## config.mk

```make
export PLATFORM = sky130hd
export DESIGN_NAME = ct_mmu_dutlb_huge_refill
export DESIGN_NICKNAME = d
export VERILOG_FILES = /design/src/rtl/ct_mmu_dutlb_huge_refill.sv
export SDC_FILE = /design/constraint.sdc
export NUM_CORES = 1
export LEC_CHECK = 0
export BUFFER_PORTS_ARGS = -buffer_cell sky130_fd_sc_hd__buf_2
export CAP_MARGIN = 20
export CORE_ASPECT_RATIO = 0.9
export CORE_MARGIN = 2
export CORE_UTILIZATION = 47
export DETAILED_ROUTE_END_ITERATION = 6
export MAX_ROUTING_LAYER = met4
export PLACE_DENSITY = 0.85
export SYNTH_ARGS = -nofsm -noshare
export SYNTH_HDL_FRONTEND = slang
export SYNTH_SLANG_ARGS = --single-unit
```

## constraint.sdc

```tcl
create_clock -name utlb_entry_clk -period 3.5 [get_ports utlb_entry_clk]
set_input_delay 0.175 -clock utlb_entry_clk [delete_from_list [all_inputs] [get_ports utlb_entry_clk]]
set_output_delay 0.175 -clock utlb_entry_clk [all_outputs]
set_load 0.01 [all_outputs]
```

## src/rtl/ct_mmu_dutlb_huge_refill.sv

```systemverilog
// Huge-page uTLB refill engine: takes a lookup miss, fetches the mapping from
// the JTLB and writes it into one of four huge entries, honouring flushes.
module ct_mmu_dutlb_huge_refill (
    input  logic        utlb_entry_clk,
    input  logic        cpurst_b,
    input  logic        utlb_miss_vld,
    input  logic [26:0] utlb_miss_vpn,
    input  logic [15:0] utlb_miss_asid,
    output logic        utlb_refill_busy,
    output logic        mmu_jtlb_req,
    output logic [26:0] mmu_jtlb_req_vpn,
    output logic [15:0] mmu_jtlb_req_asid,
    input  logic        jtlb_mmu_grant,
    input  logic        jtlb_mmu_resp_vld,
    input  logic        jtlb_mmu_resp_fault,
    input  logic        jtlb_mmu_resp_huge,
    input  logic [27:0] jtlb_mmu_resp_ppn,
    input  logic [13:0] jtlb_mmu_resp_flg,
    input  logic        jtlb_mmu_resp_g,
    input  logic [3:0]  utlb_entry_vld,
    input  logic        regs_utlb_clr,
    input  logic        tlboper_utlb_clr,
    output logic [3:0]  utlb_entry_upd,
    output logic [26:0] utlb_upd_vpn,
    output logic [27:0] utlb_upd_ppn,
    output logic [13:0] utlb_upd_flg,
    output logic [15:0] utlb_upd_asid,
    output logic        utlb_upd_g,
    output logic        utlb_refill_done,
    output logic        utlb_refill_fault
);

    typedef enum logic [1:0] {IDLE, REQ, WAIT, UPD} state_t;

    typedef struct packed {
        logic [27:0] ppn;
        logic [13:0] flg;
        logic        g;
    } pte_t;

    state_t      state, state_nxt;
    logic        flush;
    logic        discard, discard_nxt;
    logic        done_q, done_nxt;
    logic        fault_q, fault_nxt;
    logic        miss_take, resp_take;
    logic [1:0]  ptr;
    logic [1:0]  victim;
    logic        upd_fire;
    logic [26:0] vpn_q;
    logic [15:0] asid_q;
    pte_t        pte_q;

    assign flush = regs_utlb_clr | tlboper_utlb_clr;

    always_comb begin
        state_nxt   = state;
        discard_nxt = discard;
        done_nxt    = 1'b0;
        fault_nxt   = 1'b0;
        miss_take   = 1'b0;
        resp_take   = 1'b0;
        unique case (state)
            IDLE: begin
                discard_nxt = 1'b0;
                if (utlb_miss_vld && !flush) begin
                    miss_take = 1'b1;
                    state_nxt = REQ;
                end
            end
            REQ: begin
                if (jtlb_mmu_grant) begin
                    state_nxt   = WAIT;
                    discard_nxt = flush;
                end else if (flush) begin
                    state_nxt = IDLE;
                end
            end
            WAIT: begin
                if (jtlb_mmu_resp_vld) begin
                    state_nxt   = IDLE;
                    discard_nxt = 1'b0;
                    done_nxt    = 1'b1;
                    if (jtlb_mmu_resp_fault) begin
                        fault_nxt = 1'b1;
                    end else if (jtlb_mmu_resp_huge && !discard && !flush) begin
                        // Completion is reported from UPD instead.
                        done_nxt  = 1'b0;
                        resp_take = 1'b1;
                        state_nxt = UPD;
                    end
                end else if (flush) begin
                    discard_nxt = 1'b1;
                end
            end
            UPD: begin
                state_nxt = IDLE;
            end
        endcase
    end

    // Lowest free entry wins; fall back to round-robin when all are valid.
    always_comb begin
        victim = ptr;
        for (int i = 3; i >= 0; i--) begin
            if (!utlb_entry_vld[i]) victim = 2'(i);
        end
    end

    assign upd_fire = (state == UPD) && !flush;

    always_ff @(posedge utlb_entry_clk or negedge cpurst_b) begin
        if (!cpurst_b) begin
            state   <= IDLE;
            discard <= 1'b0;
            done_q  <= 1'b0;
            fault_q <= 1'b0;
            ptr     <= 2'd0;
            vpn_q   <= '0;
            asid_q  <= '0;
            pte_q   <= '0;
        end else begin
            state   <= state_nxt;
            discard <= discard_nxt;
            done_q  <= done_nxt;
            fault_q <= fault_nxt;
            if (miss_take) begin
                vpn_q  <= utlb_miss_vpn;
                asid_q <= utlb_miss_asid;
            end
            if (resp_take) begin
                pte_q <= '{ppn: jtlb_mmu_resp_ppn, flg: jtlb_mmu_resp_flg, g: jtlb_mmu_resp_g};
            end
            if (upd_fire && (&utlb_entry_vld)) begin
                ptr <= ptr + 2'd1;
            end
        end
    end

    assign utlb_refill_busy  = (state != IDLE);
    assign mmu_jtlb_req      = (state == REQ);
    assign mmu_jtlb_req_vpn  = vpn_q;
    assign mmu_jtlb_req_asid = asid_q;
    assign utlb_entry_upd    = upd_fire ? (4'b0001 << victim) : 4'b0000;
    assign utlb_upd_vpn      = vpn_q;
    assign utlb_upd_asid     = asid_q;
    assign utlb_upd_ppn      = pte_q.ppn;
    assign utlb_upd_flg      = pte_q.flg;
    assign utlb_upd_g        = pte_q.g;
    assign utlb_refill_done  = done_q | (state == UPD);
    assign utlb_refill_fault = fault_q;

endmodule

```

==> results.json, run 1 <==
{
  "dr.pass1.iters": 4,
  "diodes": 0,
  "synth-edff-count": 0,
  "fin_setup_tns_ns": 0,
  "required_ns": 3.32,
  "hold_ws_ns": 0.0466,
  "max_slew_margin_pct": 64.6,
  "grt_overflow_total": 0,
  "internal-power_mw": 2.63,
  "vdd_ir_drop_max_mv": 0.307,
  "clock_path_buffers": 2,
  "period_share_pct": 68.9,
  "synth_warnings": 0,
  "critPathSlowestCell": "or3b_2",
  "antenna_found_initial": 0,
  "vias": 2877,
  "drv_slew": 0,
  "p_sw_share_pct": 34.7,
  "rsz0062_at_grt": "false",
  "postCtsSetupBuffers": 0,
  "syn-num-nets": 381,
  "root_buffer": "clkbuf_8",
  "netlist_instances": 278,
  "setup_viol": 0,
  "yosysMostFrequentCell": "dfrtp_1",
  "cts_tree": "yes",
  "cts_buffers": 9,
  "synth_area_um2": 4050,
  "synth_area_leaders": "dfrtp_1 57%, mux2_2 22%, buf_4 8.7%",
  "hold_viol_final": 0,
  "grt_pass1_wl_mm": 13.2,
  "layout.nets": 580,
  "worstSkewPairLatency_ns": 0.34,
  "synth_seq_cells": 93,
  "synthArstFlopShare_pct": 100,
  "seq_power_share_pct": 42.1,
  "p_total_mw": 4.02,
  "first_global_vias": 2842,
  "tightest_slew_ns": 0.532,
  "htreeDepth": 3,
  "multiInputGateArea_um2": 1310,
  "drive_gt1_share_pct": 70.2,
  "p_leak_nw": 2.87,
  "synth_top_area_share_pct": 57.5,
  "die-width_um": 102,
  "synth.largest_area_cell": "dfrtp_1",
  "period_needed_ns": 2.41,
  "maxCapViolations": 0,
  "hpwlAfterDp_mm": 6.75,
  "ant_nets": 0,
  "core-area_um2": 8490,
  "portBuffers": 235,
  "start_kind": "register",
  "outcome": "completed",
  "pin_count": 236,
  "combinationalPowerShare_pct": 39.5,
  "crit_chain": "ha_1, nor3b_1, or3b_2, nor3b_1, buf_2",
  "drcViolationCount": 0,
  "min_path_type": "input pin to register",
  "clockPowerShare_pct": 18.5,
  "arrival_ns": 2.23,
  "cts.sinks": 93,
  "powerDensity_nw_per_um2": 768,
  "clk_pin_slew_ns": 0.09,
  "synthFlopType": "dfrtp_1",
  "area_growth_pct": 29.3,
  "ys_top_cells_by_count": "93 x dfrtp_1, 80 x mux2_2, 47 x buf_4",
  "end_kind": "output pin",
  "via_per_inst": 4.80,
  "wire_per_inst_um": 14.9,
  "critPathMaxFanout": 4,
  "fmax_mhz": 415,
  "drtIter0Drc": 58,
  "skew_ns": 0.0155,
  "slowest_delay_ns": 0.52,
  "yosysUniqueCellTypes": 32,
  "ys_seq_area_share_pct": 57.5,
  "wirelength_mm": 8.93,
  "power_switching_mw": 1.39,
  "avgSynthCellArea_um2": 14.6,
  "track_usage_pct": 18.6,
  "ff_latch_area_um2": 2330,
  "grt_max_degree": 94,
  "crit_type": "register to output pin",
  "start_util_pct": 47.7,
  "fillers": 694,
  "fp.dieH_um": 92.1,
  "rows": 32,
  "gp_congestion": 0.819,
  "crit_top_cell": "nor3b_1",
  "dieArea_um2": 9370
}
[through the flow]
step / worst slack [ns] / cells / utilization (%) / area (µm²)
final: 1.09 / 599 / 61.7 / 5230
after global routing: 0.892 / 599 / 61.7 / 5230
after CTS: 1.09 / 597 / 61.2 / 5200
after detailed placement: 1.40 / 583 / 58.8 / 4990
after global placement: 1.50 / 583 / 58.8 / 4990
after floorplan: 1.64 / 278 / - / 4050
[area by class of cell]
cell class                 instances  share of cell area (%)
timing repair buffer             239                    23.5
sequential                        93                    44.5
inverter                           5                   0.359
clock inverter                     4                    1.43
multi-input combinational        129                    24.9
tap                              119                    2.84
clock buffer                      10                    2.44
[layout by cell type, fill, tap and decap left out, types with 2 or more instances in the layout]
master,count
clkbuf_8,9
xnor2_1,2
nor2b_1,4
or3b_2,2
o21ai_0,2
a21oi_1,3
nand3_1,2
bufinv_16,2
nand2_1,3
inv_1,5
buf_2,234
dfrtp_1,93
nor3b_1,3
buf_4,3
clkinvlp_4,2
mux2_1,6
a211oi_1,2
mux2_2,80
ha_1,4
[flip-flops by register name (all words and copies together) (netlist names)]
signal,count
utlb_upd_flg,14
mmu_jtlb_req_asid,16
done_q,1
discard,1
utlb_refill_fault,1
utlb_upd_g,1
mmu_jtlb_req_vpn,27
utlb_upd_ppn,28
state,2
ptr,2
[worst max-delay path: cells and delay by family, from the launching register on]
kind / cells / cell delay [ns]
adders and majority gates: 1 / 0.23
buffers and inverters: 1 / 0.15
DFF: 1 / 0.40
and+or+nand+nor: 3 / 1.12
[power by group through the flow]
stage,Sequential (mW),Clock (mW),Combinational (mW)
after floorplan,1.86,0,0.961
after global placement,1.69,0,1.56
after detailed placement,1.71,0,1.60
after CTS,1.70,0.776,1.60
after global routing,1.74,0.815,1.72
final,1.69,0.743,1.59
[per-layer routing]
| metal | up-vias | part of all wire (%) | GRT usage [%] |
|---|---|---|---|
| met3 | 9 | 8.2 | 6.10 |
| met2 | 135 | 53 | 32.6 |
| met5 | - | 0 | - |
| li1 | 1320 | - | - |
| met4 | 0 | 0.85 | 5.00 |
| met1 | 1413 | 37 | 20.1 |
[path summary, 6_finish.rpt]
path / cells past startpoint / endpoint / slack [ns] / startpoint
worst max-delay path: 5 / utlb_entry_upd[3] / 1.09 / state[1]
worst min-delay path: 2 / mmu_jtlb_req_asid[9] / 0.05 / utlb_miss_asid[9]
worst max register to register: 6 / utlb_upd_flg[2] / 1.39 / state[0]
worst min register to register: 1 / utlb_upd_flg[1] / 0.49 / utlb_upd_flg[1]
max in group asynchronous: 3 / utlb_upd_ppn[26] / 2.53 / cpurst_b
min in group asynchronous: 2 / mmu_jtlb_req_asid[8] / 0.31 / cpurst_b
[repair_timing]
| action | in CTS | in global routing |
|---|---|---|
| endpoints found under the hold margin | 0 | 33 |
| hold buffers | 0 | 1 |
| gates resized for setup | 0 | 0 |
| endpoints found under the setup margin | 0 | 0 |
[logic make-up (layout without fill, tap and decap cells)]
group	count (synthesis)	in the layout	share of synthesized area, %
DFF	93	93	57.5
muxes	86	86	23.9
buffers and inverters	56	258	10.3
and+or+nand+nor	23	23	4.17
AOI/OAI and AO/OA	14	14	2.47
adders and majority gates	4	4	1.24
xor gates and xnor gates	2	2	0.433
Power figures use the tool's default switching activity.
==> run 2, diff against run 1 <==
--- a/config.mk
+++ b/config.mk
@@ -9,10 +9,10 @@
 export CAP_MARGIN = 20
 export CORE_ASPECT_RATIO = 0.9
 export CORE_MARGIN = 2
-export CORE_UTILIZATION = 47
+export CORE_UTILIZATION = 44
 export DETAILED_ROUTE_END_ITERATION = 6
 export MAX_ROUTING_LAYER = met4
-export PLACE_DENSITY = 0.85
+export PLACE_DENSITY = 0.81
 export SYNTH_ARGS = -nofsm -noshare
 export SYNTH_HDL_FRONTEND = slang
 export SYNTH_SLANG_ARGS = --single-unit
==> constraint.sdc (replaced) <==
create_clock -name utlb_entry_clk -period 2.4 [get_ports utlb_entry_clk]
set_input_delay 0.12 -clock utlb_entry_clk [delete_from_list [all_inputs] [get_ports utlb_entry_clk]]
set_output_delay 0.12 -clock utlb_entry_clk [all_outputs]
set_load 0.01 [all_outputs]
==> run 2 against run 1 <==
Total power increased by 51%. Sequential share of layout area down 6.4 points. Wire length increased by 21%. Non-clock buffer count rose by 84. Worst hold slack worse by 0.015 ns. Critical path depth stayed put. Final cell count up 15%. Highest routed layer unchanged.
==> results.json, run 2 (synthesis gave the netlist of run 1 again) <==
{
  "pin_count": 236,
  "end_kind": "output pin",
  "htreeDepth": 3,
  "required_ns": 2.28,
  "start_kind": "register",
  "diodes": 0,
  "skew_ns": 0.0119,
  "vdd_ir_drop_max_mv": 0.558,
  "clockPowerShare_pct": 18.4,
  "postCtsSetupBuffers": 0,
  "grt_pass1_wl_mm": 16.5,
  "drtIter0Drc": 116,
  "layout.nets": 664,
  "multiInputGateArea_um2": 1310,
  "crit_type": "register to output pin",
  "grt_max_degree": 49,
  "postLayoutCoreUtil_pct": 67.7,
  "busiest_layer": "met2",
  "wirelength_mm": 10.8,
  "drive_gt1_share_pct": 60.2,
  "min_path_type": "input pin to register",
  "via_per_inst": 4.67,
  "drcViolationCount": 0,
  "p_sw_share_pct": 35.5,
  "die-width_um": 105,
  "period_needed_ns": 2.17,
  "max_slew_margin_pct": 58.4,
  "start_util_pct": 44.8,
  "cts_tree": "yes",
  "arrival_ns": 2.05,
  "root_buffer": "clkbuf_8",
  "fin_setup_tns_ns": 0,
  "p_total_mw": 6.08,
  "final_cell_mix": "234 x buf_2, 93 x dfrtp_1, 85 x dlygate4sd3_1",
  "power_switching_mw": 2.16,
  "dr.pass1.iters": 4,
  "worstRegToRegCells": 6,
  "worstSkewPairLatency_ns": 0.35,
  "internal-power_mw": 3.92,
  "p_leak_nw": 3.24,
  "antenna_found_initial": 0,
  "cts_buffers": 9,
  "clk_pin_slew_ns": 0.10,
  "track_usage_pct": 21.6,
  "powerDensity_nw_per_um2": 993,
  "use_met1_pct": 23.9,
  "setup_viol": 0,
  "ant_nets": 0,
  "core-area_um2": 9040,
  "hpwlAfterDp_mm": 6.76,
  "hold_ws_ns": 0.0315,
  "wire_per_inst_um": 15.7,
  "outcome": "completed",
  "vias": 3215,
  "seq_power_share_pct": 41.0,
  "tightest_slew_ns": 0.624,
  "fp.dieH_um": 95.0,
  "combinationalPowerShare_pct": 40.6,
  "gp_congestion": 0.827,
  "final_common_cell": "buf_2",
  "cts.sinks": 93,
  "dieArea_um2": 9990,
  "hold_viol_final": 0,
  "ff_latch_area_um2": 2330,
  "grt_util_met3_pct": 5.94,
  "maxCapViolations": 0,
  "period_share_pct": 90.2,
  "clock_path_buffers": 2,
  "fillers": 633,
  "portBuffers": 235,
  "drv_slew": 0,
  "largest_register_ffs": 28,
  "hold_depth": 2,
  "rows": 33,
  "rsz0062_at_grt": "false",
  "met2_usage_pct": 39.0,
  "critPathMaxFanout": 4,
  "first_global_vias": 3367,
  "area_growth_pct": 51.1,
  "grt_overflow_total": 0,
  "fmax_mhz": 462
}
[run 2: cell types whose count changed in the layout (fill, tap and decap cells not counted), sizes merged]
cell / before / now
bufinv: 2 / 1
clkbuf: 10 / 12
clkinv: 0 / 2
clkinvlp: 2 / 1
dlygate4sd3: 1 / 85
[run 2: area by class of cell]
type / count / share of cell area (%)
multi-input cells: 129 / 21.4
clock inverters: 4 / 0.900
flip-flops and latches: 93 / 38.0
well taps: 122 / 2.49
inverters: 5 / 0.307
repair buffers: 323 / 34.2
clock buffers: 12 / 2.70
[run 2: worst max-delay path: stages (launching register included)]
cell     delay (ns)
dfrtp_1        0.41
ha_1           0.22
nor3b_2        0.26
or3b_2         0.49
nor3b_1        0.17
buf_2          0.15
[run 2: power groups by stage]
stage,Clock (mW),Sequential [mW],Combinational (mW)
after floorplan,0,2.72,1.40
after global placement,0,2.46,2.28
after detailed placement,0,2.50,2.34
after CTS,1.17,2.47,2.44
after global routing,1.25,2.56,2.64
final,1.12,2.49,2.47
[run 2: worst paths after layout]
check,from,endpoint,slack [ns]
max in group asynchronous,cpurst_b,utlb_upd_flg[4],1.39
max,state[1],utlb_entry_upd[3],0.23
max reg2reg,state[0],utlb_upd_ppn[25],0.43
min in group asynchronous,cpurst_b,mmu_jtlb_req_vpn[7],0.35
min,jtlb_mmu_resp_ppn[2],utlb_upd_ppn[2],0.03
min reg2reg,ptr[1],ptr[1],0.49
[run 2: per-layer routing]
layer | wire [µm] | up-vias
met3 | 683 | 14
met5 | 0 | -
met2 | 5820 | 147
met1 | 4170 | 1560
li1 | - | 1494
met4 | 145 | 0
[run 2: what timing repair did]
item / in CTS / in global routing
hold endpoints to repair: 126 / 5
endpoints found under the setup margin: 0 / 2
gates resized for setup: 0 / 1
hold buffers: 80 / 5
[run 2: per-stage QoR]
step	std cells	worst slack (ns)	instance area, µm²
6_report	688	0.235	6120
2_1_floorplan	278	0.537	4050
3_5_place_dp	587	0.459	5040
4_1_cts	683	0.0655	6060
3_3_place_gp	587	0.504	5040
5_1_grt	688	0.0752	6120
==> run 3, diff against run 2 <==
--- a/config.mk
+++ b/config.mk
@@ -8,7 +8,6 @@
 export BUFFER_PORTS_ARGS = -buffer_cell sky130_fd_sc_hd__buf_2
 export CAP_MARGIN = 20
 export CORE_ASPECT_RATIO = 0.9
-export CORE_MARGIN = 2
 export CORE_UTILIZATION = 44
 export DETAILED_ROUTE_END_ITERATION = 6
 export MAX_ROUTING_LAYER = met4
==> run 3 against run 2 <==
Worst hold slack lost 0.0080 ns. Sequential power is essentially flat. Via count grew 1.2%. Largest cell class unchanged. Sequential share of layout area grew 0.58 points.
==> results.json, run 3 (synthesis gave the netlist of run 1 again) <==
{
  "outcome": "completed",
  "start_util_pct": 46.4,
  "clk_pin_slew_ns": 0.10,
  "cts_tree": "yes",
  "fillers": 621,
  "cts.sinks": 93,
  "critPathMaxFanout": 4,
  "drcViolationCount": 0,
  "gp_congestion": 0.831,
  "slowest_delay_ns": 0.51,
  "die-width_um": 103,
  "hold_viol_final": 0,
  "path_buf_inv": 1,
  "root_buffer": "clkbuf_8",
  "wire_per_inst_um": 16.4,
  "diodes": 0,
  "vdd_ir_drop_max_mv": 0.532,
  "post-place-ws_ns": 0.465,
  "powerDensity_nw_per_um2": 989,
  "via_per_inst": 4.78,
  "ant_nets": 0,
  "setup_viol": 0,
  "seq_power_share_pct": 42.0,
  "portBuffers": 235,
  "clockPowerShare_pct": 16.2,
  "dieArea_um2": 9590,
  "fp.dieH_um": 93.0,
  "first_global_vias": 3406,
  "timing.final.ws_setup_ns": 0.175,
  "fmax_mhz": 449,
  "min_path_type": "input pin to register",
  "cpLargestDelayFamily": "simple AND/OR/NAND/NOR gates",
  "rows": 32,
  "grt_overflow_total": 0,
  "required_ns": 2.28,
  "track_usage_pct": 23.9,
  "dr.pass1.iters": 4,
  "grt_pass1_wl_mm": 16.8,
  "tightest_slew_ns": 0.642,
  "power_switching_mw": 2.20,
  "crit_chain": "ha_1, nor3b_2, or3b_2, nor3b_1, buf_2",
  "htreeDepth": 3,
  "hp-start": "utlb_miss_asid[6]",
  "core-area_um2": 8730,
  "p_sw_share_pct": 36.9,
  "final_cell_mix": "234 x buf_2, 93 x dfrtp_1, 80 x mux2_2, 80 x dlygate4sd3_1, 10 x clkbuf_8",
  "vias": 3252,
  "end_kind": "output pin",
  "multiInputGateArea_um2": 1310,
  "fin_setup_tns_ns": 0,
  "max_slew_margin_pct": 57.2,
  "layout.nets": 659,
  "crit_type": "register to output pin",
  "clock_path_buffers": 2,
  "p_leak_nw": 3.21,
  "cts_buffers": 9,
  "start_kind": "register",
  "combinationalPowerShare_pct": 41.8,
  "grt_max_degree": 50,
  "rrSetupSlack_ns": 0.44,
  "skew_ns": 0.0114,
  "critPathSlowestCell": "or3b_2",
  "antenna_found_initial": 0,
  "period_share_pct": 92.7,
  "internal-power_mw": 3.76,
  "holdPathEnd": "mmu_jtlb_req_asid[6]",
  "maxCapViolations": 0,
  "p_total_mw": 5.96,
  "pin_count": 236,
  "worstSkewPairLatency_ns": 0.34,
  "arrival_ns": 2.10,
  "largest_register_ffs": 28,
  "worstReg2RegEnd": "utlb_upd_flg[2]",
  "period_needed_ns": 2.22,
  "postLayoutCoreUtil_pct": 69.1,
  "r2r-start": "state[0]",
  "worstRegToRegCells": 6,
  "drv_slew": 0,
  "ff_latch_area_um2": 2330,
  "area_growth_pct": 48.9,
  "final_common_cell": "buf_2",
  "drive_gt1_share_pct": 60.8,
  "hpwlAfterDp_mm": 7.05,
  "rsz0062_at_grt": "false",
  "wirelength_mm": 11.2,
  "hold_depth": 2,
  "drtIter0Drc": 60
}
## run 3: cell count changes in the layout (fill, tap and decap cells not counted)
cell,before,now
clkinv_4,2,1
clkbuf_8,12,10
inv_6,0,3
clkinv_2,0,2
dlygate4sd3_1,85,80
bufinv_16,1,0
clkinvlp_4,1,0
## run 3: worst max path at each step
stage | slack (ns) | startpoint | end | cells after the start
3_5_place_dp | 0.47 | state[1] | utlb_entry_upd[3] | 5
5_1_grt | 0.02 | state[1] | utlb_entry_upd[3] | 5
3_3_place_gp | 0.53 | state[1] | utlb_entry_upd[3] | 5
4_1_cts | 0.04 | state[1] | utlb_entry_upd[3] | 5
6_report | 0.18 | state[1] | utlb_entry_upd[3] | 5
2_1_floorplan | 0.54 | state[0] | utlb_upd_flg[13] | 6
## run 3: repair_timing
item                                    in CTS  in global routing
setup buffers                                0                  0
resized for setup                            0                  1
hold buffers                                80                  0
hold endpoints to repair                   127                  0
endpoints found under the setup margin       0                  2
## run 3: through the flow
step	hold slack (ns)	instances	cell area, µm²
after floorplan	-0.176	278	4050
after global placement	0.169	584	5040
after detailed placement	0.187	584	5040
after CTS	0.00151	680	6020
after global routing	0.00334	680	6030
final	0.0234	680	6030
## run 3: power by group through the flow
| stage | combinational [mW] | clock (mW) | sequential, mW |
|---|---|---|---|
| 5_1_grt | 2.68 | 1.06 | 2.58 |
| 3_5_place_dp | 2.35 | 0 | 2.50 |
| 2_1_floorplan | 1.40 | 0 | 2.72 |
| 3_3_place_gp | 2.30 | 0 | 2.47 |
| 6_report | 2.49 | 0.967 | 2.50 |
| 4_1_cts | 2.46 | 1.02 | 2.48 |
## run 3: layout make-up
| class | instances | area share, % |
|---|---|---|
| Multi-Input combinational cell | 129 | 21.7 |
| Inverter | 5 | 0.311 |
| Sequential cell | 93 | 38.6 |
| Clock buffer | 10 | 2.28 |
| Timing Repair Buffer | 318 | 33.8 |
| Clock inverter | 6 | 0.747 |
| Tap cell | 119 | 2.47 |
## run 3: metal layers
metal,global-route usage [%],vias to the layer above,part of all wire [%]
met5,-,-,0
met4,9.27,0,2.5
met3,4.93,20,6.6
met2,42.2,166,52
met1,26.2,1582,39
li1,-,1484,-
